## config.mk

```make
export PLATFORM = sky130hd
export DESIGN_NAME = p2s_tx
export DESIGN_NICKNAME = d
export VERILOG_FILES = /design/src/rtl/p2s_pkg.sv /design/src/rtl/p2s_fifo2.sv /design/src/rtl/p2s_tx.sv
export SDC_FILE = /design/constraint.sdc
export NUM_CORES = 1
export LEC_CHECK = 0
export ABC_AREA = 1
export CORE_ASPECT_RATIO = 0.6
export CORE_MARGIN = 2
export CORE_UTILIZATION = 45
export DETAILED_ROUTE_END_ITERATION = 16
export PLACE_DENSITY = 0.65
export REMOVE_ABC_BUFFERS = 1
export SYNTH_ARGS = -nofsm -noshare
export SYNTH_HDL_FRONTEND = slang
export SYNTH_SLANG_ARGS = --single-unit
```

## constraint.sdc

```tcl
create_clock -name CLK -period 2.1 [get_ports CLK]
set_clock_uncertainty 0.1 [all_clocks]
set_input_delay 0.63 -clock CLK [delete_from_list [all_inputs] [get_ports CLK]]
set_output_delay 0.63 -clock CLK [all_outputs]
set_load 0.01 [all_outputs]
```

## src/rtl/p2s_pkg.sv

```systemverilog
// Shared encodings for the p2s_tx parallel-to-serial frame transmitter.
package p2s_pkg;

   typedef enum logic [2:0] {
      IDLE   = 3'd0,
      START  = 3'd1,
      DATA   = 3'd2,
      PARITY = 3'd3,
      STOP   = 3'd4
   } state_e;

   // Bit order on the serial line; must match the downstream register's DIR.
   localparam logic MSB_FIRST = 1'b0;
   localparam logic LSB_FIRST = 1'b1;

endpackage

```

## src/rtl/p2s_fifo2.sv

```systemverilog
// Two-entry word buffer between the valid/ready port and the frame engine.
module p2s_fifo2 #(
   parameter int WIDTH = 8
) (
   input  logic             CLK,
   input  logic             RST_L,
   input  logic             push_i,
   input  logic [WIDTH-1:0] wdata_i,
   input  logic             pop_i,
   output logic [WIDTH-1:0] rdata_o,
   output logic             full_o,
   output logic             empty_o
);

   logic [WIDTH-1:0] mem_q [2];
   logic             wr_ptr_q;
   logic             rd_ptr_q;
   logic [1:0]       count_q;
   logic             push_ok;
   logic             pop_ok;

   assign full_o  = (count_q == 2'd2);
   assign empty_o = (count_q == 2'd0);
   assign push_ok = push_i & ~full_o;
   assign pop_ok  = pop_i & ~empty_o;
   assign rdata_o = mem_q[rd_ptr_q];

   always_ff @(posedge CLK or negedge RST_L) begin
      if (!RST_L) begin
         wr_ptr_q <= 1'b0;
         rd_ptr_q <= 1'b0;
         count_q  <= 2'd0;
      end else begin
         if (push_ok) wr_ptr_q <= ~wr_ptr_q;
         if (pop_ok)  rd_ptr_q <= ~rd_ptr_q;
         case ({push_ok, pop_ok})
            2'b10:   count_q <= count_q + 2'd1;
            2'b01:   count_q <= count_q - 2'd1;
            default: count_q <= count_q;
         endcase
      end
   end

   // NOTE: storage has no reset; the count and pointers alone decide which entries are valid.
   always_ff @(posedge CLK) begin
      if (push_ok) mem_q[wr_ptr_q] <= wdata_i;
   end

endmodule

```

## src/rtl/p2s_tx.sv

```systemverilog
// Frame engine: START, WIDTH data bits, optional even parity, STOP, all from registered outputs.
module p2s_tx
   import p2s_pkg::*;
#(
   parameter int WIDTH = 8
) (
   input  logic             CLK,
   input  logic             RST_L,
   input  logic [WIDTH-1:0] D_IN,
   input  logic             VALID_IN,
   output logic             READY_OUT,
   input  logic             DIR,
   input  logic             PAR_EN,
   output logic             S_OUT,
   output logic             ENB_OUT,
   output logic             BUSY,
   output logic             FRAME_DONE
);

   localparam int                CNT_W    = (WIDTH > 1) ? $clog2(WIDTH) : 1;
   localparam logic [CNT_W-1:0] LAST_BIT = CNT_W'(WIDTH - 1);

   state_e           state_q, state_d;
   logic [WIDTH-1:0] shift_q, shift_d;
   logic [CNT_W-1:0] cnt_q, cnt_d;
   logic             dir_q, dir_d;
   logic             par_en_q, par_en_d;
   logic             parity_q, parity_d;
   logic             s_out_q, s_out_d;
   logic             enb_q, enb_d;
   logic             done_q, done_d;
   logic             busy_q, busy_d;

   logic             fifo_pop;
   logic             fifo_full;
   logic             fifo_empty;
   logic [WIDTH-1:0] fifo_rdata;
   logic             load;
   logic             cur_bit;

   p2s_fifo2 #(.WIDTH(WIDTH)) u_fifo (
      .CLK     (CLK),
      .RST_L   (RST_L),
      .push_i  (VALID_IN),
      .wdata_i (D_IN),
      .pop_i   (fifo_pop),
      .rdata_o (fifo_rdata),
      .full_o  (fifo_full),
      .empty_o (fifo_empty)
   );

   assign READY_OUT  = ~fifo_full;
   assign S_OUT      = s_out_q;
   assign ENB_OUT    = enb_q;
   assign BUSY       = busy_q;
   assign FRAME_DONE = done_q;

   // The shift register always presents the next bit at the end selected by the latched DIR.
   assign cur_bit = (dir_q == LSB_FIRST) ? shift_q[0] : shift_q[WIDTH-1];

   // NOTE: every variable gets a default first so no path through the case infers a latch.
   always_comb begin
      state_d  = state_q;
      shift_d  = shift_q;
      cnt_d    = cnt_q;
      dir_d    = dir_q;
      par_en_d = par_en_q;
      parity_d = parity_q;
      s_out_d  = 1'b1;
      enb_d    = 1'b0;
      done_d   = 1'b0;
      load     = 1'b0;
      fifo_pop = 1'b0;

      unique case (state_q)
         IDLE:   load = ~fifo_empty;
         START: begin
            s_out_d = 1'b0;
            cnt_d   = '0;
            state_d = DATA;
         end
         DATA: begin
            s_out_d  = cur_bit;
            enb_d    = 1'b1;
            parity_d = parity_q ^ cur_bit;
            shift_d  = (dir_q == LSB_FIRST) ? (shift_q >> 1) : (shift_q << 1);
            if (cnt_q == LAST_BIT) begin
               cnt_d   = '0;
               state_d = par_en_q ? PARITY : STOP;
            end else begin
               cnt_d = cnt_q + CNT_W'(1);
            end
         end
         PARITY: begin
            s_out_d = parity_q;
            state_d = STOP;
         end
         STOP: begin
            done_d  = 1'b1;
            load    = ~fifo_empty;
            state_d = IDLE;
         end
         default: state_d = IDLE;
      endcase

      // Frame start from IDLE or straight out of STOP, so queued words run with no gap.
      if (load) begin
         fifo_pop = 1'b1;
         shift_d  = fifo_rdata;
         dir_d    = DIR;
         par_en_d = PAR_EN;
         parity_d = 1'b0;
         state_d  = START;
      end

      busy_d = (state_q != IDLE) | ~fifo_empty;
   end

   // NOTE: sequential state uses non-blocking assignments only.
   always_ff @(posedge CLK or negedge RST_L) begin
      if (!RST_L) begin
         state_q  <= IDLE;
         shift_q  <= '0;
         cnt_q    <= '0;
         dir_q    <= MSB_FIRST;
         par_en_q <= 1'b0;
         parity_q <= 1'b0;
         s_out_q  <= 1'b1;
         enb_q    <= 1'b0;
         done_q   <= 1'b0;
         busy_q   <= 1'b0;
      end else begin
         state_q  <= state_d;
         shift_q  <= shift_d;
         cnt_q    <= cnt_d;
         dir_q    <= dir_d;
         par_en_q <= par_en_d;
         parity_q <= parity_d;
         s_out_q  <= s_out_d;
         enb_q    <= enb_d;
         done_q   <= done_d;
         busy_q   <= busy_d;
      end
   end

endmodule

```

-- Word level (Yosys, flattened, before mapping)
Memory sizes are Yosys's and may differ from the RTL's.
Index checks and enable logic that the tools add are counted.
- equality and inequality tests: 10
- muxes and demuxes: 20
- bitwise gates (word level): 8
- reductions and logical operators: 8
- add/sub/neg operators: 3
- operators with widths (kind ; number):
    $mux W8 ; 3
    $mux W3 ; 4
    $pmux W3 S4 ; 1
    $mux W1 ; 9
    $eq A3 B2 Y1 const B ; 2
    $eq A3 B3 Y1 const B ; 2
    $pmux W3 S2 ; 1
    $reduce_bool A2 Y1 ; 3
    $eq A2 B2 Y1 const B ; 2
    $not A1 Y1 ; 4
    $pmux W2 S2 ; 1
    $add A3 B1 Y3 const B ; 1
    $eq A3 B1 Y1 const B ; 1
    $logic_not A3 Y1 ; 1
    $ne A3 B3 Y1 const B ; 1
    $pmux W1 S3 ; 1
    $reduce_bool A3 Y1 ; 1
    $add A2 B1 Y2 const B ; 1
    $and A1 B1 Y1 ; 2
    $eq A2 B1 Y1 const B ; 1
    $logic_not A2 Y1 ; 1
    $ne A2 B2 Y1 const B ; 1
    $reduce_and A2 Y1 ; 1
    $reduce_or A2 Y1 ; 1
    other kinds (3) ; 3
- output and inout bits: 5
- logic and storage cells: 63
- bits in registers: 25
- RAM bits: 16
- input port bits: 13
- memories kept: 1
- memory list (name ; depth ; bits a word ; read ports ; clocked after memory_dff ; write ports ; line ; source):
    u_fifo.mem_q ; 2 ; 8 ; 1 ; 0 ; 1 ; p2s_fifo2.sv:15 ; logic [WIDTH-1:0] mem_q [2];

-- Logic depth before layout (Yosys ltp)
- word-level depth: 7
- depth in mapped cells: 8
- mapped depth without buffers: 7

-- Modules after synthesis
Synthesis repeated with hierarchy kept, for this count alone.
- cell total of the unflattened synthesis: 221
- area, all modules: 1876.8 µm²
- modules (own cells, without submodules) (module ; area each (µm²) ; times used ; cells each ; sequential area each (µm²)):
    p2s_tx ; 1059.8 ; 1 ; 147 ; 526.8
    p2s_fifo2 ; 817.0 ; 1 ; 74 ; 580.6

-- Worst setup path after synthesis
OpenSTA, ideal clock, no wires.
- path type: flip-flop to flip-flop
- from: register u_fifo.count_q[0]
- to: register u_fifo.count_q[1]
- clock period less this slack: 1.645 ns
- arrival time: 1.424 ns
- slack: 0.455 ns
- cell stages (with the launch flop): 8
- path buffers: 1
- library setup time: 0.121 ns
- data required time: 1.879 ns
- path through: dfrtp_1 > nor2_1 > nor2_4 > buf_6 > ha_1 > a21oi_1 > nand2_1 > xor2_1
- cells in the longest elaborated chain, start to end: 7
- elaborated cells on any way between the ends: 14
- those cells by class: 2 x add/sub; 3 x eq/ne; 3 x mux; 4 x bitwise; 2 x reduce/logical
- ends and longest elaborated chain (what ; line ; source):
    from (decl) ; p2s_fifo2.sv:18 ; logic [1:0] count_q;
    from (signal assigned) ; p2s_fifo2.sv:37 ; 2'b10: count_q <= count_q + 2'd1;
    from (signal assigned) ; p2s_fifo2.sv:38 ; 2'b01: count_q <= count_q - 2'd1;
    from (signal assigned) ; p2s_fifo2.sv:39 ; default: count_q <= count_q;
    $logic_not A2 Y1 (*) ; p2s_fifo2.sv:23 ; assign empty_o = (count_q == 2'd0);
    $not A1 Y1 (*) ; p2s_tx.sv:76, p2s_tx.sv:100 ;
    $mux W1 (*) ; -- ;
    $mux W1 (*) ; p2s_tx.sv:107 ; if (load) begin
    via fifo_pop ; p2s_tx.sv:34 ; logic fifo_pop;
    $and A1 B1 Y1 (*) ; p2s_fifo2.sv:25 ; assign pop_ok = pop_i & ~empty_o;
    $eq A2 B1 Y1 or $eq A2 B2 Y1 (tied branches) ; p2s_fifo2.sv:36 ; case ({push_ok, pop_ok})
    $pmux W2 S2 or $reduce_bool A2 Y1 (tied branches) ; -- ;
The timed path passes the listed nets; every way through them passes the cells marked *.
A chain may end at the register's enable or synchronous reset.

-- Worst setup path in the final report
- from: register s_out_q (netlist: S_OUT)
- to: output S_OUT
- RTL lines (what ; line ; source):
    from (decl) ; p2s_tx.sv:29 ; logic s_out_q, s_out_d;
    from (signal assigned) ; p2s_tx.sv:139 ; s_out_q <= s_out_d;
    to (decl) ; p2s_tx.sv:14 ; output logic S_OUT,
No word-level cell between the ends.

==> metrics <==
status=finished, final reports clean; pwr dens=1500 nW/um^2; post-layout util=0.567; die area=4610 um^2; clk_lat worst skew=0.29 ns; DR iter-0 viols=66; Final TNS setup=0 ns; Critical Path Source=S_OUT; Setup violations, final=0; GP Congestion=0.843; routed len/inst=12.5 um; Netlist Area Pre-Place=1830 um^2; Seq/Total Area, Yosys=0.605; RR Startpoint=u_fifo.count_q[0]; CP max stage delay=0.52 ns; Worst EP arrival=1.32 ns; commonest cells in the netlist=nand2_1, dfrtp_1, nand3_1; top cells by area, synth=dfrtp_1, edfxtp_1, nand2_1, nand3_1, inv_1; die span in x=86.4 um; DRC viols=0; area growth from synthesis to layout=17.3%; CTS tree=yes; CP required=1.37 ns; Via density=5.01; CTS sink cnt=41; Tot GR Track Use=0.171; Least-Margin Pin Slew=0.355 ns; Synth top area share=0.328; CTS Buf Count=5; slowest CP cell=dfstp_2; Ys Warns=0; DP Area=2060 um^2; Buffers on Ports=17; CP Launch Type=flop; Worst-path clk slew=0.07 ns; LEAKAGE=1.00 nW; final hold viol count=0; largest net degree at the start of global routing=26; share of cells above drive strength 1=0.0905; Ports=18; # hold bufs at CTS=0; Slew headroom=0.763; Primary FF master, synth=dfrtp_1; most frequent cell after synthesis=nand2_1; Cell Rows=17; Setup CP Type=reg2out; delay-heaviest family, CP=flip-flops; CP Capture Type=primary output; min-delay src=cnt_q[1]; # Max-Cap Violations=0; Initial Util=0.484; CP cell instances=clkdlybuf4s50_1; first-pass GRT wire length=5760 um; via count=1342; grt total ovfl=0; Max Slew Vio Count=0; Max H-tree Level=2; Core ar.=3790 um^2; Final #Nets=236; cell count after synthesis=195; vias in the first global route=1255; EDFF count, synth=16; RSZ-0062 raised after global routing=false; largest area contributor in the netlist=dfrtp_1; initial antenna violation count=0; CP bufs+invs=1; Tcrit/Tclk final=0.975; clock tree buffer depth=2; Root Buffer=clkbuf_8; drt pass-1 iters=5; ant diodes=0; ys async rst share=0.610; crit-path max FO=1; Post-DRT Antenna Nets=0; fin area=2150 um^2; synth unique cells=23; Total Wirelength=3360 um; DP HPWL=2390 um; Max VDD drop=0.498 mV; Tmin final=2.05 ns; FMAX=488 MHz; Synth Register Bits=41; Avg Cell Area, Syn=9.39 um^2; Die Height=53.4 um; worst hold path class=reg2reg
==> tightest hold or removal path: cells and delay by family (launching register included) <==
kind,cells,cell delay (ns)
AND/OR/NAND/NOR,2,0.14
flip-flops,1,0.34
==> cells in the final DEF, fill, tap and decap left out, types with 2 or more instances in the layout <==
cell type and instances:
o21ai_0 10, dfrtp_1 24, edfxtp_1 16, nand3_1 21, clkbuf_1 2, xor2_1 2, ha_1 3, nand2_1 61
nand2_2 2, o21ai_1 3, clkbuf_8 5, a21oi_1 3, nor2_4 2, buf_4 6, inv_1 18, clkdlybuf4s50_1 16
nor2_1 18
==> stage by stage <==
| stage | std cells | hold slack, ns | total power (W) | worst slack [ns] |
|---|---|---|---|---|
| global route | 268 | 0.446 | 0.00351 | 0.0135 |
| detailed placement | 259 | 0.402 | 0.00273 | 0.0319 |
| global placement | 259 | 0.392 | 0.00270 | 0.0676 |
| finish | 268 | 0.410 | 0.00322 | 0.0522 |
| floorplan | 190 | 0.234 | 0.00229 | 0.467 |
| CTS | 268 | 0.419 | 0.00324 | 0.0233 |
==> routing by layer <==
| layer | track usage | share of wire |
|---|---|---|
| met5 | 0 | 0 |
| met4 | 0.0703 | 0.013 |
| met3 | 0.0530 | 0.055 |
| met2 | 0.255 | 0.41 |
| met1 | 0.232 | 0.52 |
==> area by class of cell <==
class	instances	area (um^2)
Clock inverter	1	3.75
Fill cell	339	1640
Clock buffer	7	76.3
Inverter	19	71.3
Timing Repair Buffer	23	218
Multi-Input combinational cell	130	613
Sequential cell	41	1110
Tap cell	47	58.8
==> path summary, 6_finish.rpt <==
kind	end	slack [ns]	cells after the start
worst max register to register	u_fifo.count_q[1]	0.41	7
worst min register to register	cnt_q[1]	0.41	2
max in group asynchronous	S_OUT	0.99	2
worst max-delay path	S_OUT	0.05	1
min in group asynchronous	u_fifo.count_q[1]	0.61	2
worst min-delay path	cnt_q[1]	0.41	2
==> kinds of logic after synthesis <==
| logic type | Yosys count | share of synthesized area |
|---|---|---|
| buf+inv | 24 | 0.0608 |
| fa+ha+maj | 3 | 0.0205 |
| compound gates | 18 | 0.0526 |
| xor+xnor | 3 | 0.0143 |
| flops | 41 | 0.605 |
| simple gates | 106 | 0.247 |
==> registers in the layout, summed over array words and instances (netlist names) <==
register and flops:
dir_q 1, u_fifo.mem_q 16, parity_q 1, state_q 3, u_fifo.count_q 2, u_fifo.wr_ptr_q 1, par_en_q 1, shift_q 8
S_OUT 1, cnt_q 3, u_fifo.rd_ptr_q 1, BUSY 1, FRAME_DONE 1, ENB_OUT 1
==> report_power, final <==
| group | internal, W | leakage, nW | switching, W |
|---|---|---|---|
| combinational | 0.000537 | 0.514 | 0.000835 |
| clock | 0.000231 | 0.0399 | 0.000251 |
| sequential | 0.00116 | 0.449 | 0.000213 |
==> what timing repair did <==
item / CTS / global route
endpoints found under the hold margin: 0 / 0
resized for setup: 0 / 1
endpoints found under the setup margin: 1 / 1
setup buffers: 1 / 0
(Power assumes the default switching activity.)
==> variant 1, RTL diff (same settings) <==
Encoding of `state_e`: now one-hot (5 bits for 5 states).
--- a/src/rtl/p2s_pkg.sv
+++ b/src/rtl/p2s_pkg.sv
@@ -3,8 +3,8 @@
 
-   typedef enum logic [2:0] {
-      IDLE   = 3'd0,
-      START  = 3'd1,
-      DATA   = 3'd2,
-      PARITY = 3'd3,
-      STOP   = 3'd4
+   typedef enum logic [4:0] {
+      IDLE   = 5'b00001,
+      START  = 5'b00010,
+      DATA   = 5'b00100,
+      PARITY = 5'b01000,
+      STOP   = 5'b10000
    } state_e;
Formal check against the unedited RTL: no difference found for any inputs over 10 cycles, from zero or initial values and one cycle with RST_L low; not proved beyond that.
==> variant 1 against the original RTL <==
Sequential cell count is 2 higher. Wire length rose by 2.9%. Area after synthesis is 2.4% higher. Non-clock buffer count rose by 1. Power down 3.0%. Final area increased by 3.0%. Worst setup slack improved by 0.12 ns. Count of clock-buffer cells in the layout is 2 lower. Clock power grew 4.1%. Maximum frequency is 6.4% higher. Die area rose by 2.2%. Combinational power down 10%.
==> variant 1: results (changes against the original RTL) <==
stage,metric,value,unit,change
run_status,outcome,"finished, final reports clean",,unchanged
worst_setup_path,CP max stage cell,dfrtp_1,,was dfstp_2
global_route,via count of the first global-routing pass,1174,,was 1255
synthesis,share of synthesized registers carrying an async set or reset,0.6279,,was 0.6098
detailed_routing,initial detailed-routing violation count,64,,was 66
synthesis,xor-xnor portion of the synthesized cell area,0.01401,,was 0.01434
synthesis,Synth area leaders,"dfrtp_1 33%, edfxtp_1 26%, nand2_1 7.4%",,"was dfrtp_1 33%, edfxtp_1 26%, nand2_1 13%"
worst_setup_path,largest fanout on the critical path,5,,was 1
worst_setup_path,Worst setup endpoint,u_fifo.count_q[1]$_DFFE_PN0P_,,was S_OUT
worst_setup_path,FF-to-FF path depth,9,,was 7
synthesis,mux contribution to synthesized area,0.03736,,was 0
final_layout,leading registers by flop count,"u_fifo.mem_q x16, shift_q x8, state_q x5",,"was u_fifo.mem_q x16, shift_q x8"
worst_setup_path,CP top delay family,simple AND/OR/NAND/NOR gates,,was flip-flops
placement,placer congestion estimate,0.7468,,was 0.8427
final_layout,fin nets,225,,was 236
placement,hpwl dp,2479,um,was 2393 um
final_layout,"Core Util, Final",0.5460,,was 0.5674
detailed_routing,via count,1304,,was 1342
synthesis,Synth cell types,27,,was 23
worst_setup_path,Setup CP Type,reg -> reg,,was reg -> out
timing,worst hold margin,0.3893,ns,was 0.4103 ns
synthesis,Synth Area in Compound Gates,0.03869,,was 0.05260
worst_setup_path,worst path arrival time,1.99,ns,was 1.32 ns
synthesis,"Seq/Total Area, Yosys",0.6177,,was 0.6045
synthesis,"top cells by count, synth","37 x nand2_1, 25 x dfrtp_1, 20 x nor2_1",,"was 61 x nand2_1, 24 x dfrtp_1, 21 x nand3_1"
final_layout,Fillers,346,,was 339
worst_setup_path,delay of the slowest critical-path stage,0.42,ns,was 0.52 ns
power,comb pwr,0.00123,W,was 0.00137 W
global_route,first-pass GRT wire length,5485,um,was 5761 um
global_route,largest net degree at the start of global routing,28,,was 26
hold_path,HP Start,cnt_q[0]$_DFFE_PN0P_,,was cnt_q[1]$_DFFE_PN0P_
hold_path,Hold EP,cnt_q[0]$_DFFE_PN0P_,,was cnt_q[1]$_DFFE_PN0P_
power,Net Switching,0.001218,W,was 0.001299 W
final_layout,share of layout cells above drive strength 1,0.1476,,was 0.09050
timing,Slew @ Worst Pin,0.4448,ns,was 0.3552 ns
placement,dpl cell area,2117,um^2,was 2058 um^2
worst_setup_path,flop-to-flop setup slack,0.17,ns,was 0.41 ns
power,Leakage,1.029,nW,was 1.002 nW
hold_path,worst hold stages,1,,was 2
detailed_routing,wire per inst,13.27,um,was 12.52 um
worst_setup_path,r2r startpoint,state_q[3]$_DFFE_PN0P_,,was u_fifo.count_q[0]$_DFFE_PN0P_
global_route,GRT Overall Usage,0.1610,,was 0.1710
cts,H-tree depth,2,,unchanged
[variant 1: area by class of cell]
class / count / area share
inverters: 16 / 0.02713
flip-flops and latches: 43 / 0.5235
multi-input cells: 119 / 0.2804
repair buffers: 24 / 0.1029
well taps: 50 / 0.02826
clock buffers: 5 / 0.03109
clock inverters: 3 / 0.006784
[variant 1: timing repair]
| item | CTS | global route |
|---|---|---|
| cloned | 0 | 0 |
| buffers inserted | 1 | 0 |
| setup endpoints to repair | 1 | 3 |
| resized for setup | 0 | 3 |
[variant 1: per-layer routing]
layer,track usage,vias up,share of wire
li1,-,649,-
met1,0.2219,618,0.48
met2,0.2386,37,0.46
met3,0.05828,0,0.063
met4,0.05128,0,0
met5,0,-,0
[variant 1: through the flow]
stage                     worst slack (ns)  TNS (ns)  total power [W]  std cells
after floorplan                    0.06830         0         0.002204        178
after global placement             0.02184         0         0.002545        251
after detailed placement          -0.04830  -0.04830         0.002633        251
after CTS                          0.01624         0         0.003152        260
after global routing               0.01420         0         0.003370        260
final                               0.1748         0         0.003127        260
==> variant 2, RTL diff (same settings) <==
Without the edit above. `MSB_FIRST`: 1'b0 -> 1'b1.
--- a/src/rtl/p2s_pkg.sv
+++ b/src/rtl/p2s_pkg.sv
@@ -12,3 +12,3 @@
    // Bit order on the serial line; must match the downstream register's DIR.
-   localparam logic MSB_FIRST = 1'b0;
+   localparam logic MSB_FIRST = 1'b1;
    localparam logic LSB_FIRST = 1'b1;
Check against the original RTL: same outputs for any inputs over 10 cycles, from zero or initial values and one cycle with RST_L low; that may be too few to reach the edited logic, so the function may still have changed.
==> variant 2 against the original RTL <==
Area after synthesis is essentially flat. Die area is essentially flat. Sequential cell count is the same. Power grew 0.65%. Worst setup slack lost 0.013 ns. Combinational power is essentially flat. Final area is essentially flat. Wire length grew 1.7%. Register-to-register slack is essentially flat. Critical endpoint unchanged. Largest power group unchanged.
==> variant 2: results (changes against the original RTL) <==
stage,metric,value,unit,change
final_layout,clk tree area frac,0.03725,,was 0.03727
placement,Placement Setup Slack,0.007837,ns,was 0.03189 ns
worst_setup_path,delay of the slowest critical-path stage,0.52,ns,about the same
timing,worst hold margin,0.4142,ns,was 0.4103 ns
global_route,GRT Overall Usage,0.1709,,was 0.1710
power,Net Switching,0.001308,W,was 0.001299 W
power,Logic pwr share,0.423,,was 0.426
power,Max VDD drop,503.8,uV,was 498.3 uV
power,P_clk,0.000484,W,was 0.000483 W
detailed_routing,wire per inst,12.74,um,was 12.52 um
final_layout,non-clock buffer count in the final layout,23,,unchanged
synthesis,"Seq/Total Area, Yosys",0.6048,,was 0.6045
detailed_routing,via count,1298,,was 1342
final_layout,#MultiIn Comb,130,,unchanged
detailed_routing,DRT Pass-1 Iters,4,,was 5
placement,hpwl dp,2403,um,was 2393 um
synthesis,"EDFF count, synth",16,,unchanged
final_layout,multi-input gate share of total cell area,0.2852,,was 0.2854
final_layout,clock buffers,8,,was 7
power,Leakage,1.000,nW,was 1.002 nW
placement,dpl cell area,2059,um^2,was 2058 um^2
cts,Worst-Skew Late Latency,0.29,ns,about the same
global_route,first-pass GRT wire length,5823,um,was 5761 um
final_layout,share of layout cells above drive strength 1,0.09502,,was 0.09050
hold_path,Hold EP,cnt_q[1]$_DFFE_PN0P_,,unchanged
worst_setup_path,FF-to-FF path depth,7,,unchanged
timing,Rel. slew slack,0.7379,,was 0.7626
final_layout,FF/Latch Area,1109,um^2,was 1107 um^2
synthesis,"top cells by count, synth","61 x nand2_1, 23 x dfrtp_1, 21 x nand3_1",,"was 61 x nand2_1, 24 x dfrtp_1, 21 x nand3_1"
synthesis,Synth area leaders,"dfrtp_1 31%, edfxtp_1 26%, nand2_1 12%",,"was dfrtp_1 33%, edfxtp_1 26%, nand2_1 13%"
synthesis,Most used DFF post-synth,dfrtp_1,,unchanged
final_layout,"Core Util, Final",0.5677,,was 0.5674
final_layout,signal buffers share of area,0.1013,,about the same
worst_setup_path,timing startpoint of the critical path,S_OUT$_DFF_PN1_,,unchanged
synthesis,synthesized area per cell,9.400,um^2,was 9.394 um^2
hold_path,worst hold stages,2,,unchanged
run_status,outcome,"finished, final reports clean",,unchanged
detailed_routing,vias per std cell,4.843,,was 5.007
power,Internal,0.001935,W,was 0.001923 W
detailed_routing,initial detailed-routing violation count,91,,was 66
cts,H-tree depth,2,,unchanged
synthesis,Synth cell types,23,,unchanged
final_layout,Fillers,330,,was 339
-- variant 2: cell count changes after synthesis --
| cell | delta |
|---|---|
| dfrtp_1 | -1 |
| dfstp_2 | +1 |
-- variant 2: cell families after synthesis --
logic type,count (synthesis),synth area share
DFF,41,0.6048
buffers and inverters,24,0.06075
AOI/OAI and AO/OA,18,0.05256
and+or+nand+nor,106,0.2471
xor gates and xnor gates,3,0.01434
adders and majority gates,3,0.02048
-- variant 2: timing repair --
item                                    in CTS  in global routing
setup buffers                                1                  0
hold endpoints to repair                     0                  0
endpoints found under the setup margin       1                  1
resized for setup                            0                  1
-- variant 2: per-layer routing --
metal | track usage | share of wire | vias to the layer above
met3 | 0.05148 | 0.042 | 3
met4 | 0.05469 | 0.0067 | 0
met1 | 0.2448 | 0.53 | 593
met5 | 0 | 0 | -
met2 | 0.2474 | 0.43 | 26
li1 | - | - | 676
